==> src/rtl/cpu_pkg.sv <==
// Shared CPU definitions: fetch FSM states, instruction field layout, default vectors.
package cpu_pkg;

  typedef enum logic {
    IDLE = 1'b0,
    READ = 1'b1
  } fetch_state_t;

  localparam int unsigned INSTR_W = 32;
  localparam int unsigned CNT_W   = 4;

  localparam int unsigned OPC_HI = 31;
  localparam int unsigned OPC_LO = 26;
  localparam int unsigned RS_HI  = 25;
  localparam int unsigned RS_LO  = 21;
  localparam int unsigned RT_HI  = 20;
  localparam int unsigned RT_LO  = 16;
  localparam int unsigned RD_HI  = 15;
  localparam int unsigned RD_LO  = 11;
  localparam int unsigned IMM_HI = 15;
  localparam int unsigned IMM_LO = 0;

  localparam logic [31:0] EXC_VECTOR_DEFAULT = 32'h0000_00FF;

endpackage : cpu_pkg

==> src/rtl/instr_fields.sv <==
// Combinational slicer from an instruction word to its decode fields.
module instr_fields
  import cpu_pkg::*;
(
  input  logic [INSTR_W-1:0]       i_ir,
  output logic [OPC_HI-OPC_LO:0]   o_opcode,
  output logic [RS_HI-RS_LO:0]     o_rs,
  output logic [RT_HI-RT_LO:0]     o_rt,
  output logic [RD_HI-RD_LO:0]     o_rd,
  output logic [IMM_HI-IMM_LO:0]   o_imm
);

  assign o_opcode = i_ir[OPC_HI:OPC_LO];
  assign o_rs     = i_ir[RS_HI:RS_LO];
  assign o_rt     = i_ir[RT_HI:RT_LO];
  assign o_rd     = i_ir[RD_HI:RD_LO];
  assign o_imm    = i_ir[IMM_HI:IMM_LO];

endmodule : instr_fields

==> src/rtl/fetch_unit.sv <==
// Instruction-fetch stage: owns PC, IR and EPC, issues fixed-latency memory reads,
// applies redirects and exception vectoring, pulses fetch_done on completion.
module fetch_unit
  import cpu_pkg::*;
#(
  parameter int unsigned      XLEN        = 32,
  parameter int unsigned      MEM_LATENCY = 1,
  parameter logic [XLEN-1:0]  RESET_PC    = '0,
  parameter logic [31:0]      EXC_VECTOR  = EXC_VECTOR_DEFAULT
) (
  input  logic                clock,
  input  logic                reset,
  input  logic                fetch_req,
  input  logic                redirect_valid,
  input  logic [XLEN-1:0]     redirect_pc,
  input  logic                exception,
  output logic [XLEN-1:0]     mem_addr,
  output logic                mem_rd,
  input  logic [INSTR_W-1:0]  mem_rdata,
  output logic [XLEN-1:0]     pc,
  output logic [XLEN-1:0]     pc_plus4,
  output logic [XLEN-1:0]     epc,
  output logic [INSTR_W-1:0]  ir,
  output logic [5:0]          opcode,
  output logic [4:0]          rs,
  output logic [4:0]          rt,
  output logic [4:0]          rd,
  output logic [15:0]         imm,
  output logic                fetch_done,
  output logic                busy
);

  localparam logic [XLEN-1:0]  EXC_PC   = XLEN'(EXC_VECTOR);
  localparam logic [CNT_W-1:0] CNT_LOAD = CNT_W'(MEM_LATENCY);
  localparam logic [CNT_W-1:0] CNT_ONE  = CNT_W'(1);

  fetch_state_t     r_state, w_state_nxt;
  logic [XLEN-1:0]  r_pc, w_pc_nxt;
  logic [XLEN-1:0]  r_last_pc, w_last_pc_nxt;
  logic [XLEN-1:0]  r_epc, w_epc_nxt;
  logic [INSTR_W-1:0] r_ir, w_ir_nxt;
  logic [CNT_W-1:0] r_cnt, w_cnt_nxt;
  logic             r_fetch_done, w_fetch_done_nxt;
  logic [XLEN-1:0]  w_pc_plus4;
  logic [XLEN-1:0]  w_redirect_aligned;

  assign w_pc_plus4         = r_pc + XLEN'(4);
  assign w_redirect_aligned = redirect_pc & ~XLEN'(3);

  // State register.
  always_ff @(posedge clock) begin
    if (reset) r_state <= IDLE;
    else       r_state <= w_state_nxt;
  end

  // Next-state and datapath updates; exception outranks everything in any state.
  always_comb begin
    w_state_nxt      = r_state;
    w_pc_nxt         = r_pc;
    w_last_pc_nxt    = r_last_pc;
    w_epc_nxt        = r_epc;
    w_ir_nxt         = r_ir;
    w_cnt_nxt        = r_cnt;
    w_fetch_done_nxt = 1'b0;
    if (exception) begin
      w_epc_nxt   = r_last_pc;
      w_pc_nxt    = EXC_PC;
      w_state_nxt = IDLE;
    end else begin
      unique case (r_state)
        IDLE: begin
          if (redirect_valid) begin
            w_pc_nxt = w_redirect_aligned;
          end else if (fetch_req) begin
            w_cnt_nxt   = CNT_LOAD;
            w_state_nxt = READ;
          end
        end
        READ: begin
          if (r_cnt == CNT_ONE) begin
            w_ir_nxt         = mem_rdata;
            w_last_pc_nxt    = r_pc;
            w_pc_nxt         = w_pc_plus4;
            w_fetch_done_nxt = 1'b1;
            w_state_nxt      = IDLE;
          end else begin
            w_cnt_nxt = r_cnt - CNT_ONE;
          end
        end
        default: w_state_nxt = IDLE;
      endcase
    end
  end

  // Datapath registers.
  always_ff @(posedge clock) begin
    if (reset) begin
      r_pc         <= RESET_PC;
      r_last_pc    <= '0;
      r_epc        <= '0;
      r_ir         <= '0;
      r_cnt        <= '0;
      r_fetch_done <= 1'b0;
    end else begin
      r_pc         <= w_pc_nxt;
      r_last_pc    <= w_last_pc_nxt;
      r_epc        <= w_epc_nxt;
      r_ir         <= w_ir_nxt;
      r_cnt        <= w_cnt_nxt;
      r_fetch_done <= w_fetch_done_nxt;
    end
  end

  assign mem_addr   = r_pc;
  assign pc         = r_pc;
  assign pc_plus4   = w_pc_plus4;
  assign epc        = r_epc;
  assign ir         = r_ir;
  assign fetch_done = r_fetch_done;
  assign busy       = (r_state == READ);
  assign mem_rd     = (r_state == READ);

  instr_fields u_fields (
    .i_ir     (r_ir),
    .o_opcode (opcode),
    .o_rs     (rs),
    .o_rt     (rt),
    .o_rd     (rd),
    .o_imm    (imm)
  );

endmodule : fetch_unit

==> config.mk <==
export PLATFORM = sky130hd
export DESIGN_NAME = fetch_unit
export DESIGN_NICKNAME = d
export VERILOG_FILES = /design/src/rtl/cpu_pkg.sv /design/src/rtl/instr_fields.sv /design/src/rtl/fetch_unit.sv
export SDC_FILE = /design/constraint.sdc
export NUM_CORES = 1
export LEC_CHECK = 0
export ABC_CLOCK_PERIOD_IN_PS = 2230
export BUFFER_PORTS_ARGS = -buffer_cell sky130_fd_sc_hd__buf_4
export CAP_MARGIN = 20
export CORE_ASPECT_RATIO = 1.1
export CORE_UTILIZATION = 44
export DETAILED_ROUTE_END_ITERATION = 6
export GPL_TIMING_DRIVEN = 0
export PLACE_DENSITY_LB_ADDON = 0.1
export SYNTH_ARGS = -nofsm -noshare
export SYNTH_HDL_FRONTEND = slang
export SYNTH_HIERARCHICAL = 1
export SYNTH_SLANG_ARGS = --single-unit
==> constraint.sdc <==
create_clock -name clock -period 2.23 [get_ports clock]
set_clock_uncertainty 0.2 [all_clocks]
set_input_delay 0.446 -clock clock [delete_from_list [all_inputs] [get_ports clock]]
set_output_delay 0.446 -clock clock [all_outputs]
set_load 0.02 [all_outputs]
==> flow_summary.json <==
{
  "powerDensity_mw_per_mm2": 567,
  "drc": 0,
  "synth_seq_cells": 131,
  "p_seq_frac": 0.375,
  "slowest_stage": "dfxtp_4",
  "port_buffers": 266,
  "synth_warnings": 6,
  "grt_pass1_vias": 7053,
  "cp_max_fo": 6,
  "power.switching_mw": 1.63,
  "dieArea_mm2": 0.0155,
  "syn_to_final_growth_pct": 71.4,
  "failed_checks": "negative setup slack",
  "required_ns": 1.58,
  "cts-buffers-inserted": 17,
  "multi_input_area_mm2": 0.00380,
  "fin_crit_ns": 2.85,
  "drt_iter0_markers": 855,
  "synthCells": 830,
  "nNetsFinal": 1289,
  "worst_slack_ns": -0.618,
  "fmax_mhz": 351,
  "clock-sinks": 131,
  "drive_above_1_share": 0.511,
  "ctsLongestPathBuffers": 2,
  "dp.final_hpwl_um": 16400,
  "post-route-period-util": 1.28,
  "worst_ep_arrival_time_ns": 2.20,
  "ys.flop_type": "dfxtp_1",
  "vias": 7999,
  "hp-class": "primary input to flop",
  "place_area_mm2": 0.00925,
  "cts_tree": "built",
  "ioPinCount": 269,
  "worstMarginPinSlew_ns": 0.836,
  "drt-total-wl_um": 27300,
  "die_w_um": 119,
  "antenna_found_initial": 0,
  "synth_edf_count": 0,
  "place_congestion": 0.894,
  "path_class": "flop to primary output",
  "clk_pin_slew_worst_paths_ns": 0.06,
  "pwr-share-clk": 0.486,
  "wire_per_inst_um": 19.2,
  "grt_start_max_net_pins": 17,
  "end_kind": "primary output",
  "grt_use_total": 0.318,
  "finalSetupViolCount": 29,
  "pwr-share-comb": 0.139,
  "ys_types": 58,
  "seqCellArea_mm2": 0.00271,
  "fp.coreArea_mm2": 0.0146,
  "cap_violations": 0,
  "clk_latency_ns": 0.43,
  "whs_ns": 0.0636,
  "yosysSeqAreaShare": 0.396,
  "syn_avg_cell_area_um2": 7.98,
  "max_stage_delay_ns": 0.39,
  "grt_pass1_wl_um": 38000,
  "synth_nets": 902,
  "ant_nets": 0,
  "synth_area_mm2": 0.00662,
  "vias_per_cell": 5.63,
  "grt_overflow": 0,
  "cp_cell_sequence": "buf_4 > nand4_4 > buf_6 > nor4_4 > nor2b_2 > xnor2_1 > buf_4",
  "clock-root-buffer": "clkbuf_16",
  "critical_path.startpoint_type": "flop",
  "hold_viol_final": 0,
  "fp.dieH_um": 131,
  "p_int_mw": 4.81,
  "fin_area_mm2": 0.0114,
  "slew_violations": 0,
  "antenna_cells_inserted": 0,
  "crit_top_cell": "buf_4",
  "synth-async-reset-ratio": 0,
  "status": "complete, but fails checks",
  "initial_core_util": 0.455,
  "fillers": 992,
  "max_slew_margin": 0.443,
  "ir_worst_vdd_mv": 0.465,
  "htree_levels": 4,
  "drt_pass1_iterations": 6,
  "rows": 46,
  "cp_num_buf_inv": 3,
  "p_sw_frac": 0.253,
  "rsz0062_at_grt": "yes",
  "critPathTopFamily": "simple AND/OR/NAND/NOR gates",
  "cts_hold_buf": 0,
  "leakagePower_nw": 5.30
}
-- placed cells by master, fill, tap and decap left out, types with 5 or more instances in the layout --
master / synthesis / final
a31oi_1: 10 / 9
o211ai_1: 6 / 6
dfxtp_2: 0 / 6
nor2b_1: 7 / 6
nor4_1: 13 / 6
o21ai_0: 18 / 18
nor4_4: 0 / 8
nand4_1: 12 / 12
a311o_1: 5 / 5
nor3_1: 11 / 9
dfxtp_4: 0 / 20
mux2i_1: 35 / 35
xnor2_2: 0 / 13
nor2_4: 0 / 9
nor2_1: 52 / 43
xor2_1: 10 / 6
nand3_4: 0 / 9
clkbuf_1: 44 / 17
a21oi_1: 83 / 83
clkbuf_2: 1 / 19
inv_1: 13 / 13
dfxtp_1: 131 / 105
nand2b_1: 5 / 5
nand3_1: 21 / 10
buf_6: 0 / 33
clkbuf_16: 0 / 18
nand2_1: 159 / 151
buf_4: 78 / 422
-- flip-flops by register name, summed over array words and instances (netlist names) --
signal      cells
epc            31
ir             32
busy            1
r_cnt           4
mem_addr       31
fetch_done      1
r_last_pc      31
-- synthesized netlist by cell type, types with 12 or more instances --
cell type / instances / area, um2
clkbuf_1: 44 / 165
dfxtp_1: 131 / 2620
nor4_1: 13 / 81.3
xnor2_1: 18 / 158
inv_1: 13 / 48.8
nor2_1: 52 / 195
a21oi_1: 83 / 415
nand2_1: 159 / 597
nand4_1: 12 / 75.1
o21ai_0: 18 / 90.1
mux2i_1: 35 / 350
buf_4: 78 / 586
nand3_1: 21 / 105
-- through the flow --
stage / TNS, ns / utilization / cells / power, mW / setup WS (ns)
after global placement: -40.55 / 0.635 / 1288 / 3.20 / -0.456
after detailed placement: -44.02 / 0.635 / 1288 / 3.20 / -0.480
after CTS: -10.20 / 0.744 / 1387 / 6.35 / -0.600
after floorplan: -0.325 / - / 830 / 2.87 / -0.0805
after global routing: -12.43 / 0.780 / 1422 / 6.59 / -0.647
final: -11.23 / 0.780 / 1422 / 6.44 / -0.618
-- layer usage --
metal  up-vias  track usage  part of all wire
met3       142       0.0781              0.11
met4         0        0.179             0.055
met2       584        0.547              0.47
met1      3707        0.366              0.36
li1       3566            -                 -
met5         -            0                 0
-- cell type report --
type / instances / area share
Sequential cell: 131 / 0.238
Buffer: 128 / 0.0759
Timing Repair Buffer: 380 / 0.267
Clock inverter: 11 / 0.0150
Clock buffer: 21 / 0.0433
Multi-Input combinational cell: 545 / 0.335
Tap cell: 192 / 0.0212
Inverter: 14 / 0.00463
-- cells by family after synthesis --
group	share of synthesized area
compound gates	0.142
xor+xnor	0.0370
fa+ha+maj	0.00567
buf+inv	0.134
flops	0.396
mux	0.0563
simple gates	0.230
-- worst register-to-register path: stages (launching register included) --
cell	delay [ns]
dfxtp_4	0.47
nand4_1	0.21
buf_4	0.21
or4_4	0.42
or4b_4	0.56
a31oi_4	0.21
-- timing repair --
action,in CTS,in global routing
setup endpoints to repair,112,127
pin swaps,33,35
setup buffers,76,39
resized for setup,100,83
-- power groups by stage --
stage	Sequential (mW)	Combinational [mW]	Clock, mW
floorplan	2.49	0.375	0
global placement	2.48	0.723	0
detailed placement	2.48	0.725	0
CTS	2.41	0.824	3.12
global route	2.42	0.931	3.25
finish	2.41	0.894	3.13
-- worst paths after layout --
check | from | cells after the start | slack (ns) | endpoint
setup / recovery | mem_addr[3] | 7 | -0.62 | pc_plus4[19]
hold / removal | mem_rdata[29] | 3 | 0.06 | ir[29]
setup reg to reg | mem_addr[20] | 5 | -0.13 | mem_addr[26]
hold reg to reg | r_last_pc[3] | 2 | 0.25 | r_last_pc[3]
Note: power is estimated with default switching activity, not from simulation.
